## config.mk

```make
export PLATFORM = sky130hd
export DESIGN_NAME = pwm_output_controller
export DESIGN_NICKNAME = d
export VERILOG_FILES = /design/src/rtl/pwm_output_controller.sv
export SDC_FILE = /design/constraint.sdc
export NUM_CORES = 1
export LEC_CHECK = 0
export ABC_AREA = 1
export BUFFER_PORTS_ARGS = -buffer_cell sky130_fd_sc_hd__buf_2
export CAP_MARGIN = 5
export CORE_ASPECT_RATIO = 1.1
export CORE_UTILIZATION = 55
export CTS_BUF_LIST = sky130_fd_sc_hd__clkbuf_4
export DETAILED_ROUTE_END_ITERATION = 8
export PLACE_DENSITY = 0.82
export SLEW_MARGIN = 25
export SYNTH_ARGS = -nofsm -noshare
export SYNTH_HDL_FRONTEND = slang
export SYNTH_SLANG_ARGS = --single-unit
export TNS_END_PERCENT = 100
```

## constraint.sdc

```tcl
create_clock -name clk -period 3 [get_ports clk]
set_input_delay 0.6 -clock clk [delete_from_list [all_inputs] [get_ports clk]]
set_output_delay 0.6 -clock clk [all_outputs]
set_load 0.01 [all_outputs]
```

## src/rtl/pwm_output_controller.sv

```systemverilog
// PWM output controller: drives 16 output pads from the SPI enable and duty registers.
// Owns the PWM time base and double-buffers the duty cycle so that no period is ever glitched.
module pwm_output_controller #(
    parameter int CLK_DIV = 3000
) (
    input  logic        clk,
    input  logic        rst_n,
    input  logic [7:0]  en_reg_out_7_0,
    input  logic [7:0]  en_reg_out_15_8,
    input  logic [7:0]  en_reg_pwm_7_0,
    input  logic [7:0]  en_reg_pwm_15_8,
    input  logic [7:0]  pwm_duty_cycle,
    output logic [15:0] out,
    output logic        period_start
);

    localparam int PRE_W = (CLK_DIV > 1) ? $clog2(CLK_DIV) : 1;
    localparam logic [PRE_W-1:0] PRE_MAX = PRE_W'(CLK_DIV - 1);

    logic [PRE_W-1:0] pre;
    logic [7:0]       cnt;
    logic [7:0]       duty_sh;
    logic [7:0]       duty_eff;
    logic             tick;
    logic             boundary;
    logic             pwm_high;
    logic [15:0]      en_out;
    logic [15:0]      en_pwm;
    logic [15:0]      out_next;

    // NOTE: every signal written here gets a value on every path, so no latch is inferred.
    always_comb begin
        en_out   = {en_reg_out_15_8, en_reg_out_7_0};
        en_pwm   = {en_reg_pwm_15_8, en_reg_pwm_7_0};
        tick     = (pre == PRE_MAX);
        boundary = (cnt == 8'd0) && (pre == '0);
        // On the boundary cycle the fresh duty is used directly, so a write that lands
        // on that exact cycle takes effect from the very first cycle of the period.
        duty_eff = boundary ? pwm_duty_cycle : duty_sh;
        // 0xFF is forced high so the output has no one-step low gap at the wrap.
        pwm_high = (duty_eff == 8'hFF) || (cnt < duty_eff);
        out_next = '0;
        for (int i = 0; i < 16; i++) begin
            if (en_out[i]) begin
                out_next[i] = en_pwm[i] ? pwm_high : 1'b1;
            end
        end
    end

    // NOTE: sequential state uses non-blocking assignments so every register samples
    // pre-edge values, independent of statement order within the block.
    always_ff @(posedge clk or negedge rst_n) begin
        if (!rst_n) begin
            pre          <= '0;
            cnt          <= 8'd0;
            duty_sh      <= 8'd0;
            out          <= 16'h0000;
            period_start <= 1'b0;
        end else begin
            pre <= tick ? '0 : pre + 1'b1;
            if (tick) begin
                cnt <= cnt + 8'd1;
            end
            if (boundary) begin
                duty_sh <= pwm_duty_cycle;
            end
            out          <= out_next;
            period_start <= boundary;
        end
    end

endmodule

```

# Word level (Yosys, flattened, before mapping)
# Index checks and enable logic that the tools add are counted.
# op_classes
n_addsub	2
n_mul	0
n_div	0
n_lt_le_gt_ge	1
eq_ne	2
shifts	0
n_mux	34
bitwise	0
reduce_logical	4
# op_table
cell	n
$mux 1	32
$add 12x1->12 const B	1
$eq 12x12->1 const B	1
$logic_not 12->1	1
$mux 12	1
$add 8x1->8 const B	1
$eq 8x8->1 const B	1
$logic_not 8->1	1
$lt 8x8->1	1
$mux 8	1
$logic_and 1x1->1	1
$logic_or 1x1->1	1
# word_totals
regBits	45
latch_bits	0
ram_bits	0
rom_bits	0
input_bits	42
out_inout_bits	17
word_cells	48
memories	0

# Logic depth before layout (Yosys ltp)
# depth
depth_word	7
mapped_depth	20
mapped_depth_nobuf	18

# Worst setup path after synthesis
# OpenSTA, ideal clock, no wires.
# synth_timing
kind	register to register
start	register cnt[0]
end	register out[10]
setup_time_ns	0.062
arrival_time_ns	2.443
t_required_ns	2.938
path_slack_ns	0.495
stages_incl_launch_ff	18
n_path_buf	2
synth_period_minus_slack_ns	2.505
path_cell_list	dfrtp_1 -> inv_1 -> ha_1 -> nand2_2 -> nor2_4 -> nand3_2 -> buf_6 -> o21a_4 -> inv_2 -> ha_1 -> a21oi_1 -> nor2_1 -> a211oi_1 -> nand2_4 -> buf_8 -> nand3_2 -> nand2_1 -> inv_1
# synth_via
elab_chain_len	7
elab_cells_between_ends	8
classes_between	1 x order compare; 1 x eq/ne; 3 x mux; 3 x reduce/logical
# synth_rtl
element	line_no	rtl
from (decl)	21	logic [7:0] cnt;
from (signal assigned)	62	cnt <= cnt + 8'd1;
$logic_not 8->1 *	36	boundary = (cnt == 8'd0) && (pre == '0);
$logic_and 1x1->1 *	36	
$mux 8 *	--	
named net duty_eff[5]	23	logic [7:0] duty_eff;
$lt 8x8->1 / $eq 8x8->1 (equally long branches)	41	pwm_high = (duty_eff == 8'hFF) || (cnt < duty_eff);
$logic_or 1x1->1 *	41	
$mux 1 *	45	out_next[i] = en_pwm[i] ? pwm_high : 1'b1;
$mux 1 *	44	if (en_out[i]) begin
named net out_next[10]	29	logic [15:0] out_next;
to (signal assigned)	67	out <= out_next;
to (decl)	13	output logic [15:0] out,
# Mark *: on every way through the listed nets, which the timed path passes. The rest lies on a longest branch.
# A chain may end at the register's enable or synchronous reset.

# Worst setup path after layout
# layout_timing
start	register pre[0]
end	register out[2]
# layout_via
elab_chain_len	7
elab_cells_between_ends	8
classes_between	1 x order compare; 1 x eq/ne; 3 x mux; 3 x reduce/logical
# layout_rtl
element	line_no	rtl
from (decl)	20	logic [PRE_W-1:0] pre;
from (signal assigned)	60	pre <= tick ? '0 : pre + 1'b1;
$logic_not 12->1 *	36	
$logic_and 1x1->1 *	36	
$mux 8 *	--	
named net duty_eff[5]	23	
$lt 8x8->1 / $eq 8x8->1 (equally long branches)	41	
$logic_or 1x1->1 *	41	
$mux 1 *	45	
$mux 1 *	44	
named net out_next[2]	29	
# Marked as above.

==> impl_metrics.toml <==
[flow_run]
max_cap_viol_count = 0

[timing]
slew-limit-headroom_pct = 62.8
worst_pin_slew_ns = 0.558
final_max_slew_viol_count = 0
finalSetupTns_ns = 0
clock-skew-final_ns = 0.0104
setup_viol = 0
max_freq_ghz = 0.367
period_share_pct = 90.8
post-route-min-period_ns = 2.72
grt_setup_unrepaired = "false"
report.final.hold_viol_count = 0

[power]
power.share.switching_pct = 22.5
power.switching_w = 0.000247
intPower_w = 0.000849
p_leak_nw = 1.55
fraction_of_power_consumed_by_combinational_cells_pct = 8.8
post-layout-total-power_w = 0.00110
power_density_of_the_placed_cells_mw_per_mm2 = 387
vdd_drop_max_v = 0.000257
relative_contribution_of_sequential_cells_to_total_power_pct = 57.3
clock_power_share_pct = 33.9

[clock_network]
cts_hold_buf = 0
root_buffer = "clkbuf_4"
clk_path_buf_depth = 2
cts.sink_count = 45
cts_resized = 0
clkLatencyLatePin_ns = 0.36
h-tree-depth = 2
cts_made_buffers = 5
post_cts.repair.setup_buffers = 0
clkTransAtPathRegs_ns = 0.13
tritoncts = "yes"

[worst_setup_path]
startpoint_type = "flip-flop"
path_cells = "inv_1, ha_1, nand3_1, nor2_4, nand3_4, o21a_4, inv_2, ha_1, a21oi_1, nor2_1, a211oi_2, nand2_4, nand3_1, nand2_1, inv_1"
r2r.worst_path.cells = 15
crit_buf_inv = 3
timing.critical_path.fanout_max = 16
worst_path_largest_cell_delay_ns = 0.43
timing.critical_path.slowest_stage_cell = "dfrtp_1"
crit-reg2reg-launch = "pre[0]"
required_ns = 3.31
worst-endpoint-arrival_ns = 3.04
critPathKind = "reg2reg"
worst_path_dominant_cell_family = "simple AND/OR/NAND/NOR gates"
r2r_end = "out[2]"
worstSetupEndpointType = "flip-flop"
r2r_setup_slack_ns = 0.28

[drt]
routed-via-count = 1896
wire_per_inst_um = 12.0
remaining_drc_errors = 0
drt_wl_total_um = 4620
length_of_the_first_detailed_routing_pass_in_iterations = 6
wl_met2_um = 2450
routed-wl-met3_um = 187
route.detailed.vias_per_inst = 4.94
m1WireLength_um = 1880
topRoutingLayerUsed = "met4"
drt-initial-drc-count = 60
detail-route-antenna-nets = 0

[global_route]
grt_start_max_net_pins = 46
grt_usage_pct = 22.0
grt_pass1_vias = 1880
globalRouteOverflowTotal = 0
initial_antenna_violation_count = 0
grt_pass1_wl_um = 7760

[floorplan]
fp.dieArea_mm2 = 0.00466
die_width_um = 65.2
num_io_pins = 59
die_h_um = 71.5
floorplan.core_area_mm2 = 0.00408
num_rows = 24
initial_core_utilization_pct = 59.2

[synthesis]
synth_area_leader_cell = "dfrtp_1"
synth_area_mm2 = 0.00242
synth_edf_count = 0
synthesis.area_per_instance_um2 = 8.99
synthTopCellsByCount = "inv_1, dfrtp_1, nand2_1, nor2_1, nand3_1"
postSynthCellCount = 269
synth_warn = 0
postSynth.topFlopCell = "dfrtp_1"
yosysTopAreaCellShare_pct = 46.6
synth_seq_area_share_pct = 46.6
synthDistinctLibCells = 30
ys_ff_latch = 45
synth_nets = 321
asyncSetResetFlopFracSynth_pct = 100
synth_area_leaders = "dfrtp_1, inv_1, nand2_1"
synthMostInstantiatedCell = "inv_1"

[final_layout]
postLayoutCellArea_mm2 = 0.00283
filler_cell_count = 361
area_growth_pct = 17.0
final_nets = 383
drive_gt1_share_pct = 31.9
insertedDiodeCount = 0

[run_status]
outcome = "complete, no violations"

[placement]
io_buffers = 58
place.gp.congestion = 0.839
dpl_cell_area_mm2 = 0.00274
place.detailed.hpwl_um = 3460

[worst_hold_path]
hp-class = "in2async"
==> cell type report <==
class	count	area [um^2]	share of cell area, %
clock buffers	6	45.0	1.59
clock inverters	2	33.8	1.19
inverters	53	199	7.03
multi-input cells	168	1070	37.7
flip-flops and latches	45	1130	39.8
well taps	52	65.1	2.30
repair buffers	58	293	10.3
==> cells in the final DEF, fill, tap and decap left out, types with 7 or more instances in the layout <==
| master | n |
|---|---|
| dfrtp_1 | 45 |
| ha_1 | 10 |
| a21oi_1 | 7 |
| inv_1 | 46 |
| buf_2 | 57 |
| nor2_1 | 26 |
| nand3_2 | 11 |
| nand3_1 | 13 |
| nand2_1 | 45 |
| xor2_1 | 8 |
| nand4_1 | 8 |
==> layer usage <==
metal / vias to the layer above / global-route usage [%]
met5: - / 0
met4: 0 / 11.1
li1: 965 / -
met1: 872 / 24.9
met2: 46 / 38.1
met3: 13 / 5.41
==> worst max path at each step <==
stage | startpoint | cells after the start | end
final | pre[0] | 15 | out[2]
after global routing | pre[0] | 16 | out[3]
after CTS | pre[0] | 15 | out[2]
after detailed placement | pre[0] | 15 | out[2]
after global placement | pre[0] | 15 | out[3]
after floorplan | cnt[0] | 17 | out[10]
==> power by group through the flow <==
stage / Clock, W / Sequential (W) / Combinational, W
6_report: 0.000372 / 0.000627 / 0.0000965
5_1_grt: 0.000404 / 0.000629 / 0.000109
4_1_cts: 0.000381 / 0.000627 / 0.0000978
3_5_place_dp: 0 / 0.000639 / 0.0000977
3_3_place_gp: 0 / 0.000638 / 0.0000949
2_1_floorplan: 0 / 0.000645 / 0.0000346
==> sequential cells by signal, indices dropped and copies added, names as in the netlist <==
signal / flops
period_start: 1
out: 16
cnt: 8
duty_sh: 8
pre: 12
==> metrics by stage <==
step | utilization (%) | hold WS (ns) | setup slack [ns] | instances
2_1_floorplan | - | 0.304 | 0.495 | 269
3_3_place_gp | 67.0 | 0.442 | 0.260 | 376
3_5_place_dp | 67.0 | 0.458 | 0.0542 | 376
4_1_cts | 68.9 | 0.408 | 0.0237 | 384
5_1_grt | 69.3 | 0.252 | 0.0554 | 384
6_report | 69.3 | 0.216 | 0.276 | 384
==> cell families after synthesis <==
| logic type | count (synthesis) | synth area share [%] |
|---|---|---|
| compound gates | 22 | 6.73 |
| xor+xnor | 8 | 2.90 |
| buf+inv | 56 | 9.78 |
| simple gates | 128 | 28.8 |
| flops | 45 | 46.6 |
| fa+ha+maj | 10 | 5.18 |
==> worst reg2reg max path, stage by stage (launching register included) <==
cell and delay, ns:
dfrtp_1 0.43, inv_1 0.08, ha_1 0.17, nand3_1 0.13, nor2_4 0.18, nand3_4 0.19, o21a_4 0.26, inv_2 0.07
ha_1 0.24, a21oi_1 0.18, nor2_1 0.08, a211oi_2 0.22, nand2_4 0.20, nand3_1 0.13, nand2_1 0.06, inv_1 0.05
(Power assumes the default switching activity.)
